===== src/rtl/lane_object_tracker_if.sv =====
// Release/hit interface between the game sequencer (master) and the lane object tracker (slave).
interface lane_object_tracker_if;
    logic [1:0] RELEASE_BARRIER;
    logic [1:0] RELEASE_COIN;
    logic       PENGUIN_HIT;
    logic       COIN_HIT;
    logic       ZERO_LIVES;

    modport master (output RELEASE_BARRIER, RELEASE_COIN,
                    input  PENGUIN_HIT, COIN_HIT, ZERO_LIVES);
    modport slave  (input  RELEASE_BARRIER, RELEASE_COIN,
                    output PENGUIN_HIT, COIN_HIT, ZERO_LIVES);
endinterface


===== src/rtl/lane_object_tracker.sv =====
// Scrolls one barrier and one coin down their lanes per frame and scores them against the penguin.
// Optional build macro DEBUG_INVINCIBLE_EN: barrier hits still pulse but never cost a life.
module lane_object_fsm #(
    parameter int SPAWN_Y   = 0,
    parameter int PENGUIN_Y = 400,
    parameter int HIT_WIN   = 16,
    parameter int SPEED     = 4,
    parameter int SCREEN_H  = 480
) (
    input  logic       i_clk,
    input  logic       i_rst_n,
    input  logic       tick_i,
    input  logic       run_i,
    input  logic       kill_i,
    input  logic [1:0] rel_i,
    input  logic [1:0] lane_i,
    input  logic       block_i,
    output logic       hit_o,
    output logic       hit_evt_o,
    output logic [9:0] y_o,
    output logic       vis_o
);
    typedef enum logic [1:0] {IDLE, FALL, HIT, WAIT_CLR} state_e;

    localparam logic [9:0]  WIN_LO = 10'(PENGUIN_Y - HIT_WIN);
    localparam logic [9:0]  WIN_HI = 10'(PENGUIN_Y + HIT_WIN);
    localparam logic [10:0] SCR_H  = 11'(SCREEN_H);

    state_e      state_q, state_d;
    logic [9:0]  y_q, y_d;
    logic [1:0]  l_q, l_d;
    logic [10:0] y_adv;
    logic        step, in_win;

    assign step   = tick_i && run_i;
    assign y_adv  = {1'b0, y_q} + 11'(SPEED);
    assign in_win = (y_q >= WIN_LO) && (y_q <= WIN_HI);

    always_comb begin
        state_d   = state_q;
        y_d       = y_q;
        l_d       = l_q;
        hit_evt_o = 1'b0;
        case (state_q)
            IDLE: if (step && !kill_i && rel_i != 2'b00) begin
                state_d = FALL;
                y_d     = 10'(SPAWN_Y);
                l_d     = rel_i;
            end
            FALL: begin
                if (kill_i) state_d = IDLE;
                else if (step) begin
                    if (rel_i == 2'b00) state_d = IDLE;
                    else if (rel_i != l_q) begin
                        y_d = 10'(SPAWN_Y);
                        l_d = rel_i;
                    end else if (in_win && l_q == lane_i && !block_i) begin
                        state_d   = HIT;
                        hit_evt_o = 1'b1;
                    end else begin
                        y_d = (y_adv >= SCR_H) ? SCR_H[9:0] : y_adv[9:0];
                        if (y_adv >= SCR_H) state_d = WAIT_CLR;
                    end
                end
            end
            // The pulse ends on the next tick even while paused.
            HIT:      if (tick_i) state_d = WAIT_CLR;
            WAIT_CLR: if (kill_i || rel_i == 2'b00) state_d = IDLE;
            default:  state_d = IDLE;
        endcase
    end

    always_ff @(posedge i_clk or negedge i_rst_n) begin
        if (!i_rst_n) begin
            state_q <= IDLE;
            y_q     <= 10'(SPAWN_Y);
            l_q     <= 2'b00;
        end else begin
            state_q <= state_d;
            y_q     <= y_d;
            l_q     <= l_d;
        end
    end

    assign hit_o = (state_q == HIT);
    assign vis_o = (state_q == FALL);
    assign y_o   = y_q;
endmodule

module lane_object_tracker #(
    parameter int SPAWN_Y     = 0,
    parameter int PENGUIN_Y   = 400,
    parameter int HIT_WIN     = 16,
    parameter int SPEED       = 4,
    parameter int SCREEN_H    = 480,
    parameter int START_LIVES = 3
) (
    input  logic                 i_clk,
    input  logic                 i_rst_n,
    input  logic                 i_frame_tick,
    input  logic                 GAME_SWITCH,
    input  logic [1:0]           PENGUIN_LANE,
    input  logic                 PENGUIN_JUMP,
    lane_object_tracker_if.slave rel_if,
    output logic [1:0]           LIVES,
    output logic [7:0]           COIN_COUNT,
    output logic [9:0]           BARRIER_Y,
    output logic                 BARRIER_VIS,
    output logic [9:0]           COIN_Y,
    output logic                 COIN_VIS
);
    logic [1:0] lives_q, lives_d;
    logic [7:0] coins_q, coins_d;
    logic       zero_q;
    logic       b_hit, b_evt, c_hit, c_evt;

    lane_object_fsm #(.SPAWN_Y(SPAWN_Y), .PENGUIN_Y(PENGUIN_Y), .HIT_WIN(HIT_WIN),
                      .SPEED(SPEED), .SCREEN_H(SCREEN_H)) u_barrier (
        .i_clk(i_clk), .i_rst_n(i_rst_n), .tick_i(i_frame_tick), .run_i(GAME_SWITCH),
        .kill_i(zero_q), .rel_i(rel_if.RELEASE_BARRIER), .lane_i(PENGUIN_LANE),
        .block_i(PENGUIN_JUMP), .hit_o(b_hit), .hit_evt_o(b_evt),
        .y_o(BARRIER_Y), .vis_o(BARRIER_VIS));

    lane_object_fsm #(.SPAWN_Y(SPAWN_Y), .PENGUIN_Y(PENGUIN_Y), .HIT_WIN(HIT_WIN),
                      .SPEED(SPEED), .SCREEN_H(SCREEN_H)) u_coin (
        .i_clk(i_clk), .i_rst_n(i_rst_n), .tick_i(i_frame_tick), .run_i(GAME_SWITCH),
        .kill_i(zero_q), .rel_i(rel_if.RELEASE_COIN), .lane_i(PENGUIN_LANE),
        .block_i(1'b0), .hit_o(c_hit), .hit_evt_o(c_evt),
        .y_o(COIN_Y), .vis_o(COIN_VIS));

`ifdef DEBUG_INVINCIBLE_EN
    logic unused_b_evt;
    assign unused_b_evt = b_evt;
    assign lives_d      = lives_q;
`else
    assign lives_d = (b_evt && lives_q != 2'd0) ? lives_q - 2'd1 : lives_q;
`endif
    assign coins_d = (c_evt && coins_q != 8'hFF) ? coins_q + 8'd1 : coins_q;

    // ZERO_LIVES tracks the lives value being written, so it rises on the fatal hit's edge.
    always_ff @(posedge i_clk or negedge i_rst_n) begin
        if (!i_rst_n) begin
            lives_q <= 2'(START_LIVES);
            coins_q <= 8'd0;
            zero_q  <= 1'b0;
        end else begin
            lives_q <= lives_d;
            coins_q <= coins_d;
            zero_q  <= (lives_d == 2'd0);
        end
    end

    assign rel_if.PENGUIN_HIT = b_hit;
    assign rel_if.COIN_HIT    = c_hit;
    assign rel_if.ZERO_LIVES  = zero_q;
    assign LIVES              = lives_q;
    assign COIN_COUNT         = coins_q;
endmodule


===== src/flat_wrapper.sv =====
// flat-port wrapper written by rule: the top's interface ports become plain ports
module lane_object_tracker_flat 
#(
    parameter int SPAWN_Y     = 0,
    parameter int PENGUIN_Y   = 400,
    parameter int HIT_WIN     = 16,
    parameter int SPEED       = 4,
    parameter int SCREEN_H    = 480,
    parameter int START_LIVES = 3
)
  (i_clk, i_rst_n, i_frame_tick, GAME_SWITCH, PENGUIN_LANE, PENGUIN_JUMP, LIVES, COIN_COUNT, BARRIER_Y, BARRIER_VIS, COIN_Y, COIN_VIS, rel_if_RELEASE_BARRIER, rel_if_RELEASE_COIN, rel_if_PENGUIN_HIT, rel_if_COIN_HIT, rel_if_ZERO_LIVES);
  lane_object_tracker_if rel_if_i ();
  input  logic i_clk;
  input  logic i_rst_n;
  input  logic i_frame_tick;
  input  logic GAME_SWITCH;
  input  logic [1:0] PENGUIN_LANE;
  input  logic PENGUIN_JUMP;
  output logic [1:0] LIVES;
  output logic [7:0] COIN_COUNT;
  output logic [9:0] BARRIER_Y;
  output logic BARRIER_VIS;
  output logic [9:0] COIN_Y;
  output logic COIN_VIS;
  input wire logic [$bits(rel_if_i.RELEASE_BARRIER)-1:0] rel_if_RELEASE_BARRIER;
  input wire logic [$bits(rel_if_i.RELEASE_COIN)-1:0] rel_if_RELEASE_COIN;
  output wire logic [$bits(rel_if_i.PENGUIN_HIT)-1:0] rel_if_PENGUIN_HIT;
  output wire logic [$bits(rel_if_i.COIN_HIT)-1:0] rel_if_COIN_HIT;
  output wire logic [$bits(rel_if_i.ZERO_LIVES)-1:0] rel_if_ZERO_LIVES;
  assign rel_if_i.RELEASE_BARRIER = rel_if_RELEASE_BARRIER;
  assign rel_if_i.RELEASE_COIN = rel_if_RELEASE_COIN;
  assign rel_if_PENGUIN_HIT = rel_if_i.PENGUIN_HIT;
  assign rel_if_COIN_HIT = rel_if_i.COIN_HIT;
  assign rel_if_ZERO_LIVES = rel_if_i.ZERO_LIVES;
  lane_object_tracker #(.SPAWN_Y(SPAWN_Y), .PENGUIN_Y(PENGUIN_Y), .HIT_WIN(HIT_WIN), .SPEED(SPEED), .SCREEN_H(SCREEN_H), .START_LIVES(START_LIVES)) u_core (.i_clk(i_clk), .i_rst_n(i_rst_n), .i_frame_tick(i_frame_tick), .GAME_SWITCH(GAME_SWITCH), .PENGUIN_LANE(PENGUIN_LANE), .PENGUIN_JUMP(PENGUIN_JUMP), .rel_if(rel_if_i), .LIVES(LIVES), .COIN_COUNT(COIN_COUNT), .BARRIER_Y(BARRIER_Y), .BARRIER_VIS(BARRIER_VIS), .COIN_Y(COIN_Y), .COIN_VIS(COIN_VIS));
endmodule

===== config.mk =====
export PLATFORM = sky130hd
export DESIGN_NAME = lane_object_tracker_flat
export DESIGN_NICKNAME = d
export VERILOG_FILES = /design/src/rtl/lane_object_tracker_if.sv /design/src/rtl/lane_object_tracker.sv /design/src/flat_wrapper.sv
export SDC_FILE = /design/constraint.sdc
export NUM_CORES = 1
export LEC_CHECK = 0
export ABC_AREA = 1
export BUFFER_PORTS_ARGS = -buffer_cell sky130_fd_sc_hd__buf_4
export CAP_MARGIN = 20
export CORE_UTILIZATION = 28
export DETAILED_ROUTE_END_ITERATION = 8
export HOLD_SLACK_MARGIN = 0.03
export PLACE_DENSITY = 0.51
export REMOVE_ABC_BUFFERS = 1
export SLEW_MARGIN = 20
export SYNTH_ARGS = -nofsm -noshare
export SYNTH_HDL_FRONTEND = slang
export SYNTH_SLANG_ARGS = --single-unit

===== constraint.sdc =====
create_clock -name i_clk -period 2.1 [get_ports i_clk]
set_input_delay 0.42 -clock i_clk [delete_from_list [all_inputs] [get_ports i_clk]]
set_output_delay 0.42 -clock i_clk [all_outputs]
set_load 0.02 [all_outputs]

==> metrics.md <==
| Metric | Value |
|---|---|
| Count of cell types in the netlist | `34` |
| Detail Placement HPWL | `4.03 mm` |
| Gr ovfl total | `0` |
| Clk slew on worst S/H paths | `0.07 ns` |
| Worst-Skew Late Latency | `0.29 ns` |
| Peak ir drop on the vdd network | `0.000251 V` |
| Share of synthesized registers carrying an async set or reset | `1.00` |
| Setup repair after global routing missed its margin | `no` |
| Min Clock Period, post-route | `1.76 ns` |
| DIE HEIGHT | `92.4 um` |
| Sequential standard cell area | `878 sq um` |
| Leak Pwr | `0.00144 uW` |
| Layout Nets | `372` |
| Commonest non-fill, non-tap cell in the layout | `sky130_fd_sc_hd__nand2_1` |
| Number of detailed-routing iterations run before antenna repair | `4` |
| Port bufs | `41` |
| Pin count of the biggest net entering global routing | `36` |
| Setup crit start kind | `register` |
| Outcome | `complete, no violations` |
| Number of synthesized flops with an enable pin | `0` |
| Total setup buffers inserted after CTS | `0` |
| Maximum clock frequency | `570 MHz` |
| CTS Hold Buffers Added | `0` |
| TritonCTS clock tree | `built` |
| Required arrival time at the worst endpoint | `2.26 ns` |
| Mapped Cells | `308` |
| Final worst slack | `0.344 ns` |
| Area Overhead vs Synth | `21.8%` |
| Area of the mapped netlist | `0.00229 sq mm` |
| Number of register bits inferred by synthesis | `35` |
| Worst hold slack | `0.0811 ns` |
| Post-Route Skew | `0.00275 ns` |
| Data arrival, critical path | `1.92 ns` |
| CTS buffer count | `5` |
| Final Total Pwr | `2200 uW` |
| Number of antenna violations at the first check in global routing | `0` |
| Final Max Tran Viols | `0` |
| Cell Rows | `32` |
| WL final | `5.17 mm` |
| Critical Path End Type | `register` |
| Routability cong. | `0.817` |
| Synth warn | `0` |
| Starting utilization of the core area | `0.293` |
| Worst slack at placement | `0.349 ns` |
| Floorplan die width | `92.4 um` |
| Total setup violations reported at the end of the flow | `0` |
| Maximum clock insertion buffer count | `2` |
| Pwr Density | `790 mW/mm^2` |
| Hold crit path type | `in -> async` |
| Number of nets with antenna violations after routing | `0` |
| Number of antenna cells inserted | `0` |
| Worst reg2reg path startpoint | `u_core.u_coin.y_o[2]` |
| Resized cells post-CTS | `0` |
| Crit-path max FO | `7` |
| Global-route wire length before repair | `9.05 mm` |
| Commonest non-fill, non-tap cells in the layout | `73 x sky130_fd_sc_hd__nand2_1, 53 x sky130_fd_sc_hd__inv_1, 41 x sky130_fd_sc_hd__buf_4, 33 x sky130_fd_sc_hd__dfrtp_1, 32 x sky130_fd_sc_hd__nor2_1` |
| Most common flop cell mapped by yosys | `sky130_fd_sc_hd__dfrtp_1` |
| Critical Path Source | `u_core.u_coin.y_o[2]` |
| Setup TNS Final | `0 ns` |
| Final hold vios | `0` |
| IO Pins | `46` |
| Per-cell via count in the routed design | `4.35` |
| Number of global-route vias before repair | `1930` |
| Total core area | `0.00781 sq mm` |
| Share of the core filled with cells in the final layout | `0.357` |
| Violation count after the first detailed-routing iteration | `68` |
| Area of combinational cells with multiple inputs | `0.00118 sq mm` |
| Mean instance size in the synthesized netlist | `7.42 sq um` |
| Htree depth | `2` |
| Clock root buffer | `sky130_fd_sc_hd__clkbuf_8` |
| MaxCap Viol Count | `0` |
| Die footprint | `0.00853 sq mm` |
| Number of sinks handled by clock tree synthesis | `35` |
| # DRC | `0` |
| Fraction of final layout cells with drive strength greater than 1 | `0.191` |
| Post-route fraction of the period consumed by the critical path | `0.836` |
| All-Layer GR Usage | `0.134` |
| Number of fill cells | `857` |
| Wire length per cell | `11.3 um` |
| Overall via count from detail_route | `1994` |
| Setup CP Type | `reg -> reg` |
| Share of synthesized area occupied by flip-flops and latches | `0.384` |
## layer usage
metal | GRT usage | part of all wire | up-vias
li1 | - | - | 1051
met1 | 0.186 | 0.52 | 897
met2 | 0.202 | 0.42 | 39
met3 | 0.0320 | 0.041 | 7
met4 | 0.0469 | 0.017 | 0
met5 | 0 | 0 | -
## worst paths after layout
path	endpoint	slack, ns	cells after the start
worst max-delay path	u_core.u_coin.y_o[3]	0.34	9
worst min-delay path	u_core.u_barrier.y_o[3]	0.08	1
worst max register to register	u_core.u_coin.y_o[3]	0.34	9
worst min register to register	u_core.LIVES[1]	0.53	2
max in group asynchronous	u_core.LIVES[0]	1.67	1
min in group i_clk	u_core.u_barrier.l_q[1]	0.41	2
## layout make-up
type                       count  share of cell area
tap                          102              0.0458
multi-input combinational    216               0.423
inverter                      56              0.0755
clock buffer                   7              0.0274
clock inverter                 1             0.00180
sequential                    35               0.316
timing repair buffer          41               0.111
## kinds of logic after synthesis
| family | count (synthesis) | share of synthesized area |
|---|---|---|
| flip-flops | 35 | 0.384 |
| XOR/XNOR | 18 | 0.0690 |
| multiplexers | 3 | 0.0148 |
| buffers and inverters | 60 | 0.105 |
| other | 1 | 0.00164 |
| adder cells (fa/ha/maj) | 6 | 0.0328 |
| AND/OR/NAND/NOR | 145 | 0.291 |
| AO/OA/AOI/OAI | 40 | 0.102 |
## where the power goes
group / switching (uW) / internal (uW) / total (uW)
clock network: 243 / 233 / 476
logic: 508 / 319 / 826
registers: 123 / 774 / 897
## registers in the layout (all words and copies together), names as in the netlist, 2 cells and up
signal                    cells
u_core.u_barrier.l_q          2
u_core.u_coin.y_o             8
u_core.u_coin.state_q         2
u_core.u_coin.l_q             2
u_core.u_barrier.y_o          8
u_core.LIVES                  2
u_core.COIN_COUNT             8
u_core.u_barrier.state_q      2
## synth_stat cells, types with 2 or more instances
cell type / number / share of area
sky130_fd_sc_hd__xnor2_1: 8 / 0.031
sky130_fd_sc_hd__inv_1: 53 / 0.087
sky130_fd_sc_hd__nand3_1: 23 / 0.050
sky130_fd_sc_hd__nand3_2: 2 / 0.0088
sky130_fd_sc_hd__a21oi_1: 5 / 0.011
sky130_fd_sc_hd__mux2_2: 2 / 0.0099
sky130_fd_sc_hd__o21ai_0: 19 / 0.042
sky130_fd_sc_hd__nand2_1: 73 / 0.12
sky130_fd_sc_hd__dfrtp_1: 33 / 0.36
sky130_fd_sc_hd__nor2_1: 32 / 0.053
sky130_fd_sc_hd__buf_4: 4 / 0.013
sky130_fd_sc_hd__xor2_1: 10 / 0.038
sky130_fd_sc_hd__dfstp_2: 2 / 0.023
sky130_fd_sc_hd__nor2_4: 4 / 0.020
sky130_fd_sc_hd__ha_1: 6 / 0.033
sky130_fd_sc_hd__o211ai_1: 2 / 0.0066
sky130_fd_sc_hd__nand4_1: 4 / 0.011
sky130_fd_sc_hd__o21ai_1: 6 / 0.013
sky130_fd_sc_hd__inv_2: 3 / 0.0049
sky130_fd_sc_hd__nor2_2: 2 / 0.0055
sky130_fd_sc_hd__o22ai_1: 2 / 0.0055
## worst max-delay path, cell delays in order (launching register included)
cell and delay, ns:
sky130_fd_sc_hd__dfrtp_1 0.45, sky130_fd_sc_hd__ha_1 0.22, sky130_fd_sc_hd__nand3_1 0.15, sky130_fd_sc_hd__nor2_1 0.15, sky130_fd_sc_hd__xor2_1 0.20, sky130_fd_sc_hd__nand3_1 0.13
sky130_fd_sc_hd__nand2_1 0.14, sky130_fd_sc_hd__inv_2 0.05, sky130_fd_sc_hd__nand3_1 0.07, sky130_fd_sc_hd__o21ai_0 0.08
## per-stage QoR
stage          cells  area, sq um
5_1_grt          458         2780
2_1_floorplan    307         2270
3_5_place_dp     450         2700
6_report         458         2780
3_3_place_gp     450         2700
4_1_cts          458         2780
No activity file was read; power rests on OpenSTA's default activity.
